==> src/rtl/kbd_pkg.sv <==
// Shared scan-code constants and enums for the PS/2 step decoder.
// Optional arrow-key mapping is enabled by defining KBD_ARROW_KEYS_EN.
package kbd_pkg;

  localparam logic [7:0] SC_A       = 8'h1C;
  localparam logic [7:0] SC_D       = 8'h23;
  localparam logic [7:0] SC_W       = 8'h1D;
  localparam logic [7:0] SC_SPACE   = 8'h29;
  localparam logic [7:0] SC_EXT     = 8'hE0;
  localparam logic [7:0] SC_BRK     = 8'hF0;
  localparam logic [7:0] SC_LEFT_X  = 8'h6B;
  localparam logic [7:0] SC_RIGHT_X = 8'h74;
  localparam logic [7:0] SC_UP_X    = 8'h75;

  typedef enum logic [1:0] {
    IDLE,
    EXT,
    BRK,
    EXT_BRK
  } kbd_state_t;

  typedef enum logic [2:0] {
    K_NONE,
    K_A,
    K_D,
    K_W,
    K_SPC,
    K_XL,
    K_XR,
    K_XU
  } key_id_t;

endpackage

==> src/rtl/kbd_key_map.sv <==
// Combinational scan-code to key-id lookup; arrow entries exist only
// when KBD_ARROW_KEYS_EN is defined.
module kbd_key_map
  import kbd_pkg::*;
(
  input  logic [7:0] rx_data,
  input  logic       ext,
  output key_id_t    key
);

  always_comb begin
    key = K_NONE;
    if (!ext) begin
      case (rx_data)
        SC_A:     key = K_A;
        SC_D:     key = K_D;
        SC_W:     key = K_W;
        SC_SPACE: key = K_SPC;
        default:  key = K_NONE;
      endcase
    end else begin
`ifdef KBD_ARROW_KEYS_EN
      case (rx_data)
        SC_LEFT_X:  key = K_XL;
        SC_RIGHT_X: key = K_XR;
        SC_UP_X:    key = K_XU;
        default:    key = K_NONE;
      endcase
`else
      key = K_NONE;
`endif
    end
  end

endmodule

==> src/rtl/kbd_step_decoder.sv <==
// PS/2 set-2 make/break decoder producing held step levels for char_ctrl.
// Define KBD_ARROW_KEYS_EN to also map the extended arrow keys.
module kbd_step_decoder
  import kbd_pkg::*;
#(
  parameter int TIMEOUT_CYCLES = 2_600_000
) (
  input  logic       clk,
  input  logic       rst_n,
  input  logic [7:0] rx_data,
  input  logic       rx_valid,
  input  logic       clear,
  output logic       stepleft,
  output logic       stepright,
  output logic       stepjump
);

  localparam int CW = $clog2(TIMEOUT_CYCLES);
  localparam logic [CW-1:0] CNT_LAST = CW'(TIMEOUT_CYCLES - 1);

  kbd_state_t    state;
  logic [CW-1:0] tmo_cnt;
  key_id_t       key;

  logic is_ext;
  logic is_brk;
  logic is_prefix_byte;
  logic key_hit;
  logic make;

  logic key_a, key_d, key_w, key_spc;
  logic a_nxt, d_nxt, w_nxt, spc_nxt;
  logic left_nxt, right_nxt, jump_nxt;

  assign is_ext         = (state == EXT) || (state == EXT_BRK);
  assign is_brk         = (state == BRK) || (state == EXT_BRK);
  assign is_prefix_byte = (rx_data == SC_EXT) || (rx_data == SC_BRK);
  assign key_hit        = rx_valid && !is_prefix_byte;
  assign make           = !is_brk;

  kbd_key_map u_key_map (
    .rx_data (rx_data),
    .ext     (is_ext),
    .key     (key)
  );

`ifdef KBD_ARROW_KEYS_EN
  logic key_xl, key_xr, key_xu;
  logic xl_nxt, xr_nxt, xu_nxt;
`endif

  always_comb begin
    a_nxt   = key_a;
    d_nxt   = key_d;
    w_nxt   = key_w;
    spc_nxt = key_spc;
`ifdef KBD_ARROW_KEYS_EN
    xl_nxt  = key_xl;
    xr_nxt  = key_xr;
    xu_nxt  = key_xu;
`endif
    if (key_hit) begin
      case (key)
        K_A:     a_nxt   = make;
        K_D:     d_nxt   = make;
        K_W:     w_nxt   = make;
        K_SPC:   spc_nxt = make;
`ifdef KBD_ARROW_KEYS_EN
        K_XL:    xl_nxt  = make;
        K_XR:    xr_nxt  = make;
        K_XU:    xu_nxt  = make;
`endif
        default: ;
      endcase
    end
  end

`ifdef KBD_ARROW_KEYS_EN
  assign left_nxt  = a_nxt | xl_nxt;
  assign right_nxt = d_nxt | xr_nxt;
  assign jump_nxt  = w_nxt | spc_nxt | xu_nxt;
`else
  assign left_nxt  = a_nxt;
  assign right_nxt = d_nxt;
  assign jump_nxt  = w_nxt | spc_nxt;
`endif

  // Prefix FSM; a received byte always wins over a coincident timeout.
  always_ff @(posedge clk or negedge rst_n) begin
    if (!rst_n) begin
      state   <= IDLE;
      tmo_cnt <= '0;
    end else if (clear) begin
      state   <= IDLE;
      tmo_cnt <= '0;
    end else if (rx_valid) begin
      tmo_cnt <= '0;
      case (state)
        IDLE: begin
          if (rx_data == SC_EXT)      state <= EXT;
          else if (rx_data == SC_BRK) state <= BRK;
          else                        state <= IDLE;
        end
        EXT: begin
          if (rx_data == SC_BRK)      state <= EXT_BRK;
          else if (rx_data == SC_EXT) state <= EXT;
          else                        state <= IDLE;
        end
        BRK: begin
          if (rx_data == SC_EXT)      state <= EXT_BRK;
          else if (rx_data == SC_BRK) state <= BRK;
          else                        state <= IDLE;
        end
        EXT_BRK: begin
          if (is_prefix_byte) state <= EXT_BRK;
          else                state <= IDLE;
        end
        default: state <= IDLE;
      endcase
    end else if (state != IDLE) begin
      if (tmo_cnt == CNT_LAST) begin
        state   <= IDLE;
        tmo_cnt <= '0;
      end else begin
        tmo_cnt <= tmo_cnt + 1'b1;
      end
    end else begin
      tmo_cnt <= '0;
    end
  end

  // Pressed bits and resolved outputs update together so outputs lag a byte by one cycle.
  always_ff @(posedge clk or negedge rst_n) begin
    if (!rst_n) begin
      key_a     <= 1'b0;
      key_d     <= 1'b0;
      key_w     <= 1'b0;
      key_spc   <= 1'b0;
      stepleft  <= 1'b0;
      stepright <= 1'b0;
      stepjump  <= 1'b0;
    end else if (clear) begin
      key_a     <= 1'b0;
      key_d     <= 1'b0;
      key_w     <= 1'b0;
      key_spc   <= 1'b0;
      stepleft  <= 1'b0;
      stepright <= 1'b0;
      stepjump  <= 1'b0;
    end else begin
      key_a     <= a_nxt;
      key_d     <= d_nxt;
      key_w     <= w_nxt;
      key_spc   <= spc_nxt;
      stepleft  <= left_nxt & ~right_nxt;
      stepright <= right_nxt & ~left_nxt;
      stepjump  <= jump_nxt;
    end
  end

`ifdef KBD_ARROW_KEYS_EN
  always_ff @(posedge clk or negedge rst_n) begin
    if (!rst_n) begin
      key_xl <= 1'b0;
      key_xr <= 1'b0;
      key_xu <= 1'b0;
    end else if (clear) begin
      key_xl <= 1'b0;
      key_xr <= 1'b0;
      key_xu <= 1'b0;
    end else begin
      key_xl <= xl_nxt;
      key_xr <= xr_nxt;
      key_xu <= xu_nxt;
    end
  end
`endif

endmodule

==> config.mk <==
export PLATFORM = sky130hd
export DESIGN_NAME = kbd_step_decoder
export DESIGN_NICKNAME = d
export VERILOG_FILES = /design/src/rtl/kbd_pkg.sv /design/src/rtl/kbd_key_map.sv /design/src/rtl/kbd_step_decoder.sv
export SDC_FILE = /design/constraint.sdc
export NUM_CORES = 1
export LEC_CHECK = 0
export ABC_AREA = 1
export CORE_MARGIN = 8
export CORE_UTILIZATION = 43
export CTS_CLUSTER_SIZE = 25
export DETAILED_ROUTE_END_ITERATION = 10
export GPL_TIMING_DRIVEN = 1
export HOLD_SLACK_MARGIN = 0.1
export PLACE_DENSITY = 0.61
export SYNTH_ARGS = -nofsm -noshare
export SYNTH_HDL_FRONTEND = slang
export SYNTH_HIERARCHICAL = 1
export SYNTH_SLANG_ARGS = --single-unit
==> constraint.sdc <==
create_clock -name clk -period 4.3 [get_ports clk]
set_clock_uncertainty 0.1 [all_clocks]
set_input_delay 0.86 -clock clk [delete_from_list [all_inputs] [get_ports clk]]
set_output_delay 0.86 -clock clk [all_outputs]
set_load 0.02 [all_outputs]
==> flow_summary.ini <==
[status]
status = finished clean

[timing]
timing.final.crit_share = 0.545
slew_headroom = 0.690
fin_setup_tns_ns = 0
setup_slack_ns = 1.96
rsz0062_at_grt = no
max_freq_ghz = 0.427
period_minus_slack_ns = 2.34
tightest_slew_ns = 0.460
hold_viol_final = 0
maxSlewViolCount = 0
setup_violations = 0

[layout]
fin_area_um2 = 2340
mostFrequentLayoutCell = nand2_1
final_nets = 330
fillers = 497
drive_gt1_frac = 0.101
layout_common_cells = nand2_1 (83), nor2_1 (54), inv_1 (47), dfrtp_1 (31), nand3_1 (16)
syn_to_final_growth_pct = 15.2
diodes = 0
seq_area_um2 = 776
multi_input_area_um2 = 1050

[die]
coreArea_um2 = 4630
start_util = 0.439
die_y_um = 84.8
rows = 25
num_io_pins = 15
die_w_um = 84.8
dieArea_um2 = 7190

[synth]
postSynth.asyncResetShare = 1.00
synth_top_area_cell = dfrtp_1
synth-seq-cells = 31
yosysSeqAreaShare = 0.382
synthDistinctLibCells = 25
yosys_warnings = 6
avgSynthCellArea_um2 = 6.85
ys_top_cells_by_area = dfrtp_1 (38%), nand2_1 (15%), nor2_1 (10%)
synthCells = 297
syn_nets = 310
syn-cell-area_um2 = 2030
ys.flop_type = dfrtp_1
yosysTopAreaCellShare = 0.382
synth_edf_count = 0

[clock_network]
cts_root_buffer = clkbuf_8
insertion_delay_ns = 0.29
clk_pin_slew_ns = 0.07
postCtsHoldBufs = 0
cts_tree = done
cts_buffer_depth = 2
ctsResizeCount = 0
cts_sinks = 31
cts-buffers-inserted = 5
h-tree-depth = 2
postCtsSetupBuffers = 0

[detailed_routing]
num_vias = 1789
wl_mm = 4.36
first_pass_iters = 4
viasPerCell = 4.81
wl_per_cell_um = 11.7
drt-initial-drc-count = 182
ant_nets = 0
drc = 0

[grt]
grt_util_all_layers = 0.137
grt_pass1_vias = 1718
gr-total-overflow = 0
grt_pass1_wl_mm = 7.89
grt_max_degree = 32
antenna_found_initial = 0

[power_and_ir_drop]
netSwitchingFraction = 0.215
p_int_uw = 502
p_comb_frac = 0.072
power_uw = 639
p_per_area_nw_per_um2 = 273
switchingPower_uw = 137
seq_power_share = 0.463
p_leak_uw = 0.00103
pwr-share-clk = 0.465
vdd_ir_drop_max_uv = 195

[critical_path]
cp-start-kind = input pin
slowest_stage = clkdlybuf4s50_1
required_ns = 4.38
timing.critical_path.mode_cell = nand3_1
worstPathCellList = clkdlybuf4s50_1, nor2_1, nand3_1, nor3_2, inv_1, nand3_1, nand2_1, o21ai_0, nand3_1, nand3_1, nand2_1
crit_path_max_incr_delay_ns = 0.46
arrival_ns = 2.43
critPathCaptureType = flop
critPathKind = input pin to flop
r2r_slack_ns = 2.56
crit_fanout = 4

[place]
port_buffers = 14
gp_congestion = 0.925
hpwlAfterDp_mm = 3.38
place_area_um2 = 2220
dp_slack_ns = 1.65

[hold_path]
hold_path.class = flop to flop

[job]
maxCapViolations = 0
## path summary, 6_finish.rpt
check | startpoint | to | cells after the start
worst max-delay path | rx_data[1] | stepjump | 11
worst min-delay path | tmo_cnt[0] | tmo_cnt[0] | 1
worst max register to register | tmo_cnt[0] | tmo_cnt[2] | 8
worst min register to register | tmo_cnt[0] | tmo_cnt[0] | 1
max in group asynchronous | rst_n | tmo_cnt[11] | 2
min in group asynchronous | rst_n | key_d | 2
## power by group through the flow
stage	Clock [uW]	Combinational [uW]	Sequential, uW
2_1_floorplan	0	17.8	304
3_3_place_gp	0	46.1	301
3_5_place_dp	0	46.6	302
4_1_cts	309	46.7	296
5_1_grt	318	51.5	296
6_report	297	45.9	296
## state kept, by name, indices dropped and copies added (netlist names)
signal,cells
key_a,1
stepjump,1
key_d,1
key_spc,1
stepright,1
state,2
stepleft,1
tmo_cnt,22
key_w,1
## worst max-delay path: cells and delay by family
| family | cells | cell delay, ns |
|---|---|---|
| AO/OA/AOI/OAI | 1 | 0.07 |
| buffers and inverters | 2 | 0.58 |
| AND/OR/NAND/NOR | 8 | 0.92 |
## stage by stage
stage          hold WS, ns  std cells   util
2_1_floorplan        0.347        297      -
3_3_place_gp         0.374        364  0.481
3_5_place_dp         0.370        364  0.481
4_1_cts              0.380        372  0.506
5_1_grt              0.398        372  0.506
6_report             0.375        372  0.506
## logic make-up after synthesis
logic type / Yosys count / share of synthesized area
buffers and inverters: 50 / 0.103
AOI/OAI and AO/OA: 11 / 0.0301
xor gates and xnor gates: 11 / 0.0474
DFF: 31 / 0.382
adders and majority gates: 1 / 0.00615
and+or+nand+nor: 193 / 0.432
## cell type report
cell class	instances	share of cell area
Multi-Input combinational cell	216	0.448
Sequential cell	31	0.331
Inverter	48	0.0791
Timing Repair Buffer	15	0.0630
Clock buffer	6	0.0353
Tap cell	54	0.0288
Clock inverter	2	0.0150
## routing by layer
layer / share of wire / global-route usage / wire (um)
met5: 0 / 0 / 0
met3: 0.052 / 0.0332 / 225
met4: 0.019 / 0.0680 / 82
met2: 0.41 / 0.194 / 1790
met1: 0.52 / 0.188 / 2260
## Yosys cell counts, types with 2 or more instances
library cell,count
nand2_1,83
nand3_2,3
nand4_1,13
xnor2_1,3
o21ai_0,6
nor2_1,54
dfrtp_1,31
nor2_4,4
xor2_1,8
nor2_2,12
a21boi_0,2
nand3_1,16
inv_1,47
nor3_1,4
Power figures use the tool's default switching activity.
